**src/rtl/lut_array_cfg.sv**
```systemverilog
// Array of K-input LUT tiles loaded from a serial bitstream under valid/ready.
// Each tile is combinational or registered depending on its config mode bit.
module lut_array_cfg #(
  parameter int unsigned NUM_TILES  = 4,
  parameter int unsigned LUT_INPUTS = 5
) (
  input  logic                            clock,
  input  logic                            reset,
  input  logic                            cfg_start,
  input  logic                            cfg_valid,
  input  logic                            cfg_bit,
  output logic                            cfg_ready,
  output logic                            cfg_done,
  input  logic [NUM_TILES*LUT_INPUTS-1:0] tile_in,
  output logic [NUM_TILES-1:0]            tile_out
);

  localparam int unsigned TT_W       = 2 ** LUT_INPUTS;
  localparam int unsigned CFG_W      = TT_W + 1;
  localparam int unsigned TOTAL_BITS = NUM_TILES * CFG_W;
  localparam int unsigned CNT_W      = $clog2(TOTAL_BITS + 1);
  localparam logic [CNT_W-1:0] LastIdx = CNT_W'(TOTAL_BITS - 1);

  typedef enum logic [1:0] {
    StIdle,
    StLoad,
    StActive
  } state_e;

  state_e                state_q, state_d;
  logic [CNT_W-1:0]      cnt_q, cnt_d;
  logic [TOTAL_BITS-1:0] cfg_q, cfg_d;
  logic [NUM_TILES-1:0]  q_q, q_d;
  logic [NUM_TILES-1:0]  lut_d;
  logic [NUM_TILES-1:0]  mode;
  logic                  accept;

  // A start request in the same cycle wins over a valid bit, which is dropped.
  assign accept = (state_q == StLoad) && cfg_valid && !cfg_start;

  always_comb begin
    state_d = state_q;
    cnt_d   = cnt_q;
    cfg_d   = cfg_q;
    if (cfg_start) begin
      state_d = StLoad;
      cnt_d   = '0;
    end else if (accept) begin
      cfg_d[cnt_q] = cfg_bit;
      if (cnt_q == LastIdx) begin
        state_d = StActive;
        cnt_d   = '0;
      end else begin
        cnt_d = cnt_q + CNT_W'(1);
      end
    end
  end

  for (genvar t = 0; t < NUM_TILES; t++) begin : g_tile
    logic [CFG_W-1:0]      tile_cfg;
    logic [TT_W-1:0]       truth;
    logic [LUT_INPUTS-1:0] sel;

    assign tile_cfg = cfg_q[t*CFG_W +: CFG_W];
    assign truth    = tile_cfg[TT_W-1:0];
    assign sel      = tile_in[t*LUT_INPUTS +: LUT_INPUTS];
    assign lut_d[t] = truth[sel];
    assign mode[t]  = tile_cfg[TT_W];
  end

  // Tile flops only track the LUT while evaluating; leaving ACTIVE clears them.
  always_comb begin
    q_d      = '0;
    tile_out = '0;
    if (state_q == StActive) begin
      tile_out = (mode & q_q) | (~mode & lut_d);
      if (!cfg_start) begin
        q_d = lut_d;
      end
    end
  end

  assign cfg_ready = (state_q == StLoad);
  assign cfg_done  = (state_q == StActive);

  always_ff @(posedge clock) begin
    if (reset) begin
      state_q <= StIdle;
      cnt_q   <= '0;
      cfg_q   <= '0;
      q_q     <= '0;
    end else begin
      state_q <= state_d;
      cnt_q   <= cnt_d;
      cfg_q   <= cfg_d;
      q_q     <= q_d;
    end
  end

  cnt_in_range_a: assert property (@(posedge clock) disable iff (reset)
    (state_q == StLoad) |-> (cnt_q <= LastIdx));

endmodule
```
**config.mk**
```make
export PLATFORM = sky130hd
export DESIGN_NAME = lut_array_cfg
export DESIGN_NICKNAME = d
export VERILOG_FILES = /design/src/rtl/lut_array_cfg.sv
export SDC_FILE = /design/constraint.sdc
export NUM_CORES = 1
export LEC_CHECK = 0
export CORE_MARGIN = 2
export CORE_UTILIZATION = 50
export CTS_BUF_LIST = sky130_fd_sc_hd__clkbuf_8
export DETAILED_ROUTE_END_ITERATION = 8
export GPL_TIMING_DRIVEN = 1
export PLACE_DENSITY_LB_ADDON = 0.3
export SLEW_MARGIN = 5
export SYNTH_ARGS = -nofsm -noshare
export SYNTH_HDL_FRONTEND = slang
export SYNTH_SLANG_ARGS = --single-unit
export TNS_END_PERCENT = 1
```
**constraint.sdc**
```tcl
create_clock -name clock -period 2.8 [get_ports clock]
set_clock_uncertainty 0.2 [all_clocks]
set_input_delay 0.56 -clock clock [delete_from_list [all_inputs] [get_ports clock]]
set_output_delay 0.56 -clock clock [all_outputs]
set_load 0.02 [all_outputs]
```
# Yosys cells after proc, flatten, opt, wreduce, memory -nomap -nowiden
# Index checks and enable logic that the tools add are counted.
# word_totals
reg_bits	146
out_inout_bits	6
wordCells	48
# op_classes
n_addsub	1
magnitude_cmp	6
n_eq_ne	3
n_mux	16
n_bitwise	6
n_reduce_logical	11
# op_table
cell	count
132-bit bitwise mux	1
5-bit by 6-bit < comparator with 1-bit output (second input constant)	4
1-bit binary-select mux with 5-bit select	4
8-bit by 9-bit < comparator with 1-bit output (second input constant)	1
8-bit by 1-bit adder with 8-bit output (second input constant)	1
4-bit bitwise AND	2
1-bit demux with 8-bit select	1
8-bit equality test (second input constant)	1
8-bit by 1-bit greater-or-equal comparator with 1-bit output (second input constant)	1
1-bit 2-to-1 mux	8
8-bit 2-to-1 mux	1
2-bit AND reduction	3
4-bit 2-to-1 mux	1
4-bit inverter	1
4-bit bitwise OR	1
2-bit nonzero test	2
1-bit logical AND	3
3-bit OR reduction	1
2-bit by 1-bit equality test with 1-bit output (second input constant)	1
2-bit equality test (second input constant)	1
1-bit inverter	2
2-bit OR reduction	1
1-bit logical NOT	1

# Longest topological paths before layout
# Gate-level depths: netlist of the first run.
# logic_depth
ltp_word	5
depth_mapped	7
depth_no_buf	7

# Least setup slack after synthesis of the first run
# OpenSTA, ideal clock, no wires.
# synth_timing
path_kind	input-to-output
from	input port tile_in[16]
to	output port tile_out[3]
arrival_time_ns	1.932
required_time_ns	2.040
path_slack_ns	0.108
stages	6
path_cell_list	buf_4 > mux2i_1 > a22o_1 > a2111oi_0 > a22oi_1 > a31oi_1
# synth_via
elab_chain_len	5
# synth_rtl
item	line_no	rtl
from (decl)	14	input logic [NUM_TILES*LUT_INPUTS-1:0] tile_in,
1-bit binary-select mux with 5-bit select	67	assign lut_d[t] = truth[sel];
1-bit 2-to-1 mux (implied by the code)	67	
4-bit bitwise AND	76	tile_out = (mode & q_q) | (~mode & lut_d);
4-bit bitwise OR	76	
4-bit 2-to-1 mux	75	if (state_q == StActive) begin
to (decl)	15	output logic [NUM_TILES-1:0] tile_out
# No other way between the ends. The select of a mux whose other input is x is not followed.

# Final worst setup path of the first run
# layout_timing
from	input port tile_in[6]
to	output port tile_out[1]
# The elaborated chain is that of the path after synthesis.

==> key figures, run 1 <==
Routing
  – Total via count after detailed routing: 6,156
  – Routed wire per std cell: 16.2 microns
  – Pre-Repair DR Iteration Count: 5
  – DRT Wirelength: 18,300 microns
  – Remaining design rule violation count: 0
  – Via-to-Cell Ratio: 5.43
  – Post-route ant nets: 0
  – Number of violations reported at the end of detailed-routing iteration 0: 442

Timing
  – Final critical path time including I/O delays and setup: 2760 ps
  – Final setup violation count: 0
  – Maximum operating frequency: 362 MHz
  – Final number of hold-violating endpoints: 0
  – Final period utilization: 98.5%
  – Setup repair after global routing missed its margin: true
  – Worst-case headroom to the max-slew limit: 49.3%
  – Number of max-slew violations in the final report: 0
  – Worst Max-Slew Pin Slew: 759 ps

Yosys
  – Post-Syn Instances: 870
  – Cell type with the highest aggregate area in the netlist: dfxtp_1
  – Area of the mapped netlist: 0.00735 sq mm
  – Number of distinct library cells after synthesis: 39
  – Mean area per synthesized cell: 8.45 sq um
  – Area fraction of the dominant cell type after synthesis: 39.7%
  – Number of nets in the synthesized netlist: 899
  – Seq cells post-synth: 146
  – Post-synthesis sequential area ratio: 39.7%
  – Top cells by area in the synthesized netlist: dfxtp_1 (40%), mux2i_1 (24%), nand2_1 (8.9%)
  – Number of warnings issued by yosys: 0

Clocking
  – Clk root buf: clkbuf_8
  – Clock sinks: 146
  – CTS max path bufs: 2
  – CTS tree: built
  – Number of H-tree levels: 4
  – Skew-Pair Late Insertion Delay: 460 ps
  – Num CTS Buffers: 17
  – Clock input transition at the sequential cells of the worst setup and hold paths: 70 ps

Floorplan
  – Die Width: 125 microns
  – Effective utilization at floorplan: 50.8%
  – Full die area: 0.0157 sq mm
  – Number of standard-cell rows in the floorplan: 44
  – Die height: 125 microns
  – Core box area: 0.0145 sq mm
  – Top Ports: 31

Job
  – Max Cap Viol: 0

Setup path
  – Sort of element at the end of the critical path: primary output
  – Startpoint-to-endpoint class of the critical path: input pin to primary output
  – Setup slack, reg-to-reg: 760 ps
  – Maximum fanout count along the critical path: 5
  – Kind of start point of the critical path: input pin
  – Worst endpoint data arrival time: 2000 ps
  – Required time at the worst-slack endpoint: 2040 ps

Layout
  – Count of inserted antenna diode cells: 0
  – Final layout net count: 966
  – Fraction of layout instances using a drive strength above 1: 17.1%
  – Number of standard cells in the final layout excluding fillers: 1,134
  – Post-layout util: 61.8%
  – Layout overhead on the synthesized area: 21.6%
  – Total of fill cells in the finished design: 1,262
  – Commonest non-fill, non-tap cells in the layout: nand2_1 (174), mux2i_1 (173), dfxtp_1 (146)
  – Most common cell after layout, fill and taps aside: nand2_1

GRT
  – First-pass GRT wire length: 30,000 microns
  – Overflow after GRT: 0
  – Number of antenna violations at the first check in global routing: 0
  – Pin count of the biggest net entering global routing: 74
  – Overall fraction of global-route tracks in use: 24.0%
  – Number of global-route vias before repair: 5,876

Place
  – Final Wtd Congestion: 0.853
  – Count of buffers inserted at the top-level ports: 30
  – Post-DP HPWL: 11,900 microns
  – Placed Instances: 1,095

Pwr
  – Power per cell area: 464 mW/mm^2
  – Maximum resistive drop on vdd: 0.325 mV
  – LEAKAGE: 4.21 nW

Status
  – Run status: finished, final reports clean

Min path
  – Worst min path class: register to register
registers in the layout, summed over array words and instances (netlist names):
register	flops
q_q	4
cnt_q	8
state_q	2
cfg_q	132
power breakdown:
group          switching, mW  internal (mW)
clock network          0.822          0.928
registers            0.00184           2.08
logic                  0.169          0.150
total                  0.993           3.15
critical path, cell delays in order:
cell and delay, ps:
clkdlybuf4s15_2 210, bufbuf_16 280, buf_4 140, mux2i_1 120, a211oi_1 250, a31oi_1 90
a31oi_1 180, buf_4 160
area by class of cell:
class / instances / area (sq um) / area share [%]
flip-flops and latches: 146 / 2920 / 32.7
inverters: 10 / 37.5 / 0.420
multi-input cells: 654 / 4260 / 47.6
clock buffers: 19 / 262 / 2.92
clock inverters: 13 / 160 / 1.79
repair buffers: 108 / 1070 / 12.0
well taps: 184 / 230 / 2.57
what timing repair did:
item / in CTS / in global routing
gates resized for setup: 57 / 20
pin swaps: 4 / 8
buffers inserted: 5 / 0
hold endpoints to repair: 0 / 0
cloned: 3 / 0
endpoints found under the setup margin: 4 / 4
hold buffers: 0 / 0
synthesized netlist by cell type:
library cell	number
ha_1	4
nor3_4	8
a2111oi_0	1
o2bb2ai_1	1
and4bb_2	1
and3b_1	1
nor3_2	7
nor4_2	1
nor4_1	1
mux2_2	1
o21ai_0	4
and2_1	3
a22oi_1	14
and3_1	5
clkbuf_1	35
inv_1	10
xor2_1	3
a21oi_1	36
a211o_1	1
buf_4	4
nand2_1	174
nor2b_1	11
a22o_1	2
mux2i_1	177
nor4b_2	1
buf_6	1
nand4_1	1
xnor2_1	3
buf_2	20
nor2_1	134
a211oi_1	5
a31oi_1	4
nand2b_1	11
dfxtp_1	146
nor3_1	4
nand3_1	30
and4b_1	2
and4_1	2
nand4bb_1	1
final timing paths:
check	start	endpoint	cells after the start
max reg2reg	state_q[1]	cfg_q[57]	7
max	tile_in[6]	tile_out[1]	8
min	cfg_q[3]	cfg_q[3]	2
min reg2reg	cfg_q[3]	cfg_q[3]	2
routing by layer:
metal	up-vias	part of all wire (%)	track usage, %	wire (microns)
li1	3070	-	-	-
met1	2965	46	31.0	8350
met2	105	50	40.3	9100
met3	16	2.9	4.24	526
met4	0	1.9	9.08	349
met5	-	0	0	0
logic make-up after synthesis:
| kind of cell | after synthesis | share of synthesized area, % |
|---|---|---|
| buffers and inverters | 70 | 4.22 |
| multiplexers | 178 | 24.2 |
| AO/OA/AOI/OAI | 68 | 5.60 |
| XOR/XNOR | 6 | 0.715 |
| flip-flops | 146 | 39.7 |
| AND/OR/NAND/NOR | 398 | 24.8 |
| adder cells (fa/ha/maj) | 4 | 0.681 |
per-stage QoR:
step	worst slack [ps]	TNS, ps	hold slack (ps)	power [mW]	instance area [sq um]
global route	-41.8	-56.6	276	4.28	8940
global placement	-906	-2890	243	2.40	8260
finish	40.8	0	258	4.15	8940
floorplan	108	0	236	2.29	7350
CTS	-2.50	-2.50	256	4.17	8870
detailed placement	-910	-2860	249	2.40	8260
No activity file was read; power rests on OpenSTA's default activity.
==> inputs of run 2 (changes only) <==
Settings changed: PLACE_DENSITY from default to 0.68, PLACE_DENSITY_LB_ADDON 0.3 to default.
==> run 2 against run 1 <==
  * Fmax increased by 0.82%
  * Routed wire length fell by 2.8%
  * Clock power hardly changed
  * Die area is the same
  * Setup slack improved by 22 ps
  * Critical path depth unchanged
==> key figures, run 2 (synthesized netlist as in run 1, its figures left out) <==
Layout
  – Largest register FFs: 132
  – Total of fill cells in the finished design: 1,296
  – Area of all sequential standard cells: 0.00292 sq mm
  – Fraction of layout instances using a drive strength above 1: 15.4%
  – Number of standard cells in the final layout excluding fillers: 1,125
  – Count of inserted antenna diode cells: 0
  – Largest registers in the final layout: cfg_q (132), cnt_q (8), q_q (4)
  – Most common cell after layout, fill and taps aside: mux2i_1
  – Commonest non-fill, non-tap cells in the layout: mux2i_1 (176), nand2_1 (174), dfxtp_1 (146)
  – Top reg by flops: cfg_q
  – Area of the multi-input gates: 0.00422 sq mm
  – Final layout net count: 957
  – Post-route standard cell area excluding fillers: 0.00873 sq mm
  – Layout overhead on the synthesized area: 18.7%

Setup path
  – Stage delay of the slowest cell on the critical path: 270 ps
  – Kind of start point of the critical path: input pin
  – Cell family contributing the most delay on the critical path: buffers and inverters
  – Cell with the largest stage delay on the worst path: dlygate4sd2_1
  – Required time at the worst-slack endpoint: 2040 ps
  – Startpoint-to-endpoint class of the critical path: input pin to primary output
  – Worst endpoint data arrival time: 1980 ps
  – Crit-path cells: dlygate4sd2_1 -> buf_12 -> mux2i_1 -> a22oi_2 -> nand3_1 -> and4_4 -> a21oi_1 -> buf_4
  – Setup slack, reg-to-reg: 820 ps
  – Count of buffer and inverter cells on the critical path: 3
  – Maximum fanout count along the critical path: 8
  – Sort of element at the end of the critical path: primary output

Pwr
  – Power per cell area: 472 mW/mm^2
  – Net Switching: 992 uW
  – Part of the total power dissipated in sequential elements: 50.4%
  – Maximum resistive drop on vdd: 0.430 mV
  – LEAKAGE: 4.15 nW
  – Share of total power consumed by net switching: 24.1%
  – Part of the total power dissipated in combinational logic: 7.1%
  – Relative contribution of the clock network to total power: 42.6%
  – Internal portion of total power: 3.13 mW

Place
  – Post-place instance area: 0.00821 sq mm
  – Final Wtd Congestion: 0.883
  – Post-DP HPWL: 11,900 microns
  – Count of buffers inserted at the top-level ports: 30
  – Placed Instances: 1,091
  – Pre-CTS setup slack: -789 ps

Timing
  – Final number of hold-violating endpoints: 0
  – PnR worst setup slack: 63.2 ps
  – Number of max-slew violations in the final report: 0
  – Worst-case headroom to the max-slew limit: 57.8%
  – Summed negative setup slack over all endpoints: 0 ps
  – Worst Max-Slew Pin Slew: 632 ps
  – Setup repair after global routing missed its margin: true
  – Final setup violation count: 0
  – Final period utilization: 97.7%
  – Final critical path time including I/O delays and setup: 2740 ps
  – Maximum operating frequency: 365 MHz

Routing
  – Total via count after detailed routing: 6,033
  – Via-to-Cell Ratio: 5.36
  – DRT Wirelength: 17,800 microns
  – Post-route ant nets: 0
  – Pre-Repair DR Iteration Count: 5
  – Routed wire per std cell: 15.8 microns
  – Remaining design rule violation count: 0
  – Number of violations reported at the end of detailed-routing iteration 0: 442

Clocking
  – CTS tree: built
  – Number of H-tree levels: 4
  – Skew-Pair Late Insertion Delay: 460 ps
  – Clock sinks: 146
  – Clk root buf: clkbuf_8
  – Clock input transition at the sequential cells of the worst setup and hold paths: 80 ps
  – Num CTS Buffers: 17
  – CTS max path bufs: 2

GRT
  – Overall fraction of global-route tracks in use: 23.4%
  – Pin count of the biggest net entering global routing: 103
  – First-pass GRT wire length: 29,600 microns
  – Number of global-route vias before repair: 5,747
  – Number of antenna violations at the first check in global routing: 0
  – Overflow after GRT: 0

Floorplan
  – Die height: 125 microns
  – Top Ports: 31
  – Die Width: 125 microns
  – Number of standard-cell rows in the floorplan: 44
  – Effective utilization at floorplan: 50.8%
  – Core box area: 0.0145 sq mm
  – Full die area: 0.0157 sq mm

Status
  – Run status: finished, final reports clean

Job
  – Max Cap Viol: 0

Min path
  – Worst min path class: register to register
-- run 2: worst paths after layout --
path	from	to	cells past startpoint
max reg2reg	cnt_q[6]	cfg_q[110]	6
max	tile_in[11]	tile_out[2]	8
min reg2reg	cfg_q[3]	cfg_q[3]	2
min	cfg_q[3]	cfg_q[3]	2
-- run 2: tightest hold or removal path, stage by stage (launching register included) --
cell and delay (ps):
dfxtp_1 310, nand2_1 50, a21oi_1 50
-- run 2: cell type report --
type / count / area share, %
multi-input cells: 654 / 48.3
repair buffers: 99 / 10.4
flip-flops and latches: 146 / 33.5
clock buffers: 19 / 2.99
inverters: 10 / 0.430
clock inverters: 13 / 1.82
well taps: 184 / 2.64
-- run 2: metal layers --
metal | share of wire, % | up-vias | global-route usage [%]
li1 | - | 3042 | -
met1 | 48 | 2863 | 31.2
met2 | 47 | 111 | 38.0
met3 | 3.5 | 17 | 5.05
met4 | 1.9 | 0 | 7.39
met5 | 0 | - | 0
-- run 2: power by group through the flow --
stage / combinational (mW) / sequential [mW] / clock [mW]
floorplan: 0.162 / 2.13 / 0
global placement: 0.272 / 2.13 / 0
detailed placement: 0.272 / 2.13 / 0
CTS: 0.288 / 2.08 / 1.78
global route: 0.313 / 2.08 / 1.87
finish: 0.291 / 2.08 / 1.75
-- run 2: what timing repair did --
item,4_1_cts,5_1_grt
resized for setup,57,11
setup endpoints to repair,4,4
buffers inserted,0,0
pin swaps,6,5
hold buffers,0,0
gates cloned,2,0
-- run 2: through the flow --
stage / total power, mW / hold WS (ps) / utilization (%)
3_3_place_gp: 2.40 / 242 / 56.7
3_5_place_dp: 2.40 / 248 / 56.7
4_1_cts: 4.14 / 234 / 60.3
5_1_grt: 4.26 / 238 / 60.3
6_report: 4.12 / 258 / 60.3
2_1_floorplan: 2.29 / 236 / -
==> inputs of run 3 (changes only) <==
Settings changed: CORE_UTILIZATION 50 to 63, PLACE_DENSITY 0.68 to 0.82.
==> run 3 against run 2 <==
  * Routed wire length rose by 5.4%
  * The flow now finishes with violations (negative setup slack)
  * Critical path depth rose by 1
  * Fmax fell by 3.3%
==> key figures, run 3 (synthesized netlist as in run 1, its figures left out) <==
Setup path
  – Number of cells on the worst reg-to-reg path: 15
  – Kind of start point of the critical path: input pin
  – Required time at the worst-slack endpoint: 2040 ps
  – Startpoint-to-endpoint class of the critical path: input pin to primary output
  – Sort of element at the end of the critical path: primary output
  – Worst endpoint data arrival time: 2070 ps
  – Crit-path cells: buf_2 -> buf_6 -> buf_8 -> mux2i_2 -> a22o_1 -> a21oi_2 -> a22oi_2 -> a31oi_1 -> buf_4
  – Count of buffer and inverter cells on the critical path: 4
  – Cell family contributing the most delay on the critical path: buffers and inverters
  – Stage delay of the slowest cell on the critical path: 290 ps
  – Worst path depth: 9
  – Maximum fanout count along the critical path: 8
  – Cell with the largest stage delay on the worst path: mux2i_2

Layout
  – Post-route standard cell area excluding fillers: 0.00871 sq mm
  – Area of all sequential standard cells: 0.00292 sq mm
  – Most common cell after layout, fill and taps aside: mux2i_1
  – Largest register FFs: 132
  – Top reg by flops: cfg_q
  – Total of fill cells in the finished design: 808
  – Layout overhead on the synthesized area: 18.4%
  – Fraction of layout instances using a drive strength above 1: 16.3%
  – Count of inserted antenna diode cells: 0
  – Post-layout util: 76.3%
  – Commonest non-fill, non-tap cells in the layout: mux2i_1 (176), nand2_1 (174), dfxtp_1 (146)
  – Final layout net count: 965
  – Area of the multi-input gates: 0.00422 sq mm
  – Largest registers in the final layout: cfg_q (132), cnt_q (8), q_q (4)

GRT
  – Number of global-route vias before repair: 6,451
  – Number of antenna violations at the first check in global routing: 0
  – Pin count of the biggest net entering global routing: 61
  – First-pass GRT wire length: 31,000 microns
  – Overall fraction of global-route tracks in use: 30.6%
  – Overflow after GRT: 0

Clocking
  – Post-cts hold buffer count: 0
  – Skew-Pair Late Insertion Delay: 460 ps
  – Clk root buf: clkbuf_8
  – CTS max path bufs: 2
  – Number of H-tree levels: 4
  – Clock input transition at the sequential cells of the worst setup and hold paths: 70 ps
  – Clock sinks: 146
  – CTS tree: built
  – Num CTS Buffers: 17

Floorplan
  – Number of standard-cell rows in the floorplan: 39
  – Full die area: 0.0126 sq mm
  – Effective utilization at floorplan: 64.4%
  – Core box area: 0.0114 sq mm
  – Die Width: 112 microns
  – Top Ports: 31
  – Die height: 112 microns

Pwr
  – Total Power Consumption: 4.16 mW
  – Relative contribution of the clock network to total power: 42.7%
  – LEAKAGE: 4.16 nW
  – Net Switching: 955 uW
  – Internal portion of total power: 3.20 mW
  – Share of total power consumed by net switching: 23.0%
  – Maximum resistive drop on vdd: 0.422 mV
  – Power per cell area: 478 mW/mm^2
  – Part of the total power dissipated in combinational logic: 7.3%
  – Part of the total power dissipated in sequential elements: 50.0%

Timing
  – Final period utilization: 101%
  – Final number of hold-violating endpoints: 0
  – Number of max-slew violations in the final report: 0
  – Hold WS: 259 ps
  – Maximum operating frequency: 353 MHz
  – Worst Max-Slew Pin Slew: 648 ps
  – Worst-case headroom to the max-slew limit: 56.7%
  – Final critical path time including I/O delays and setup: 2830 ps
  – Final setup violation count: 2
  – Setup repair after global routing missed its margin: true
  – PnR worst setup slack: -31.3 ps

Routing
  – Pre-Repair DR Iteration Count: 7
  – Routed wire per std cell: 17.2 microns
  – Remaining design rule violation count: 0
  – Via-to-Cell Ratio: 5.84
  – Post-route ant nets: 0
  – Number of violations reported at the end of detailed-routing iteration 0: 618
  – Total via count after detailed routing: 6,380
  – DRT Wirelength: 18,800 microns

Min path
  – Worst min path class: register to register
  – Instance count along the most critical hold path: 2

Place
  – Count of buffers inserted at the top-level ports: 30
  – Post-place instance area: 0.00810 sq mm
  – Final Wtd Congestion: 0.896
  – Post-DP HPWL: 12,600 microns

Status
  – Failing checks: negative setup slack
  – Run status: finished, violations left

Job
  – Max Cap Viol: 0
==> run 3: path summary, 6_finish.rpt <==
| path | startpoint | endpoint | slack [ps] |
|---|---|---|---|
| worst max-delay path | tile_in[16] | tile_out[3] | -30 |
| worst min register to register | cfg_q[13] | cfg_q[13] | 260 |
| worst min-delay path | cfg_q[13] | cfg_q[13] | 260 |
| worst max register to register | cfg_q[104] | q_q[3] | 130 |
==> run 3: what timing repair did <==
| item | in CTS | in global routing |
|---|---|---|
| pin swaps | 11 | 0 |
| endpoints found under the setup margin | 4 | 4 |
| buffers inserted | 12 | 0 |
| resized for setup | 64 | 5 |
==> run 3: per-stage QoR <==
stage	TNS, ps	instances	worst slack (ps)
2_1_floorplan	0	870	108
3_3_place_gp	-2860	1048	-888
3_5_place_dp	-2980	1048	-969
4_1_cts	0	1092	2.00
5_1_grt	-98.2	1092	-68.3
6_report	-41.7	1092	-31.3
==> run 3: power by group through the flow <==
stage	logic, mW	registers, mW	clock network, mW
after detailed placement	0.267	2.13	0
after floorplan	0.162	2.13	0
after CTS	0.297	2.08	1.78
after global routing	0.324	2.08	1.87
final	0.305	2.08	1.78
after global placement	0.260	2.13	0
==> run 3: final cells by class <==
cell class,count,share of cell area (%)
Clock buffer,22,3.48
Clock inverter,10,1.49
Inverter,10,0.431
Multi-Input combinational cell,654,48.4
Sequential cell,146,33.6
Tap cell,143,2.05
Timing Repair Buffer,107,10.5
==> run 3: layer usage <==
layer	global-route usage, %	share of wire, %	up-vias
met5	0	0	-
met4	15.1	3.3	0
met3	5.62	5.9	57
met2	52.2	49	224
met1	37.5	41	3041
li1	-	-	3058
==> run 3: worst register-to-register path, delay by kind of cell, from the launching register on <==
family / cells / cell delay, ps
muxes: 1 / 90
buffers and inverters: 10 / 1230
AOI/OAI and AO/OA: 4 / 740
DFF: 1 / 350
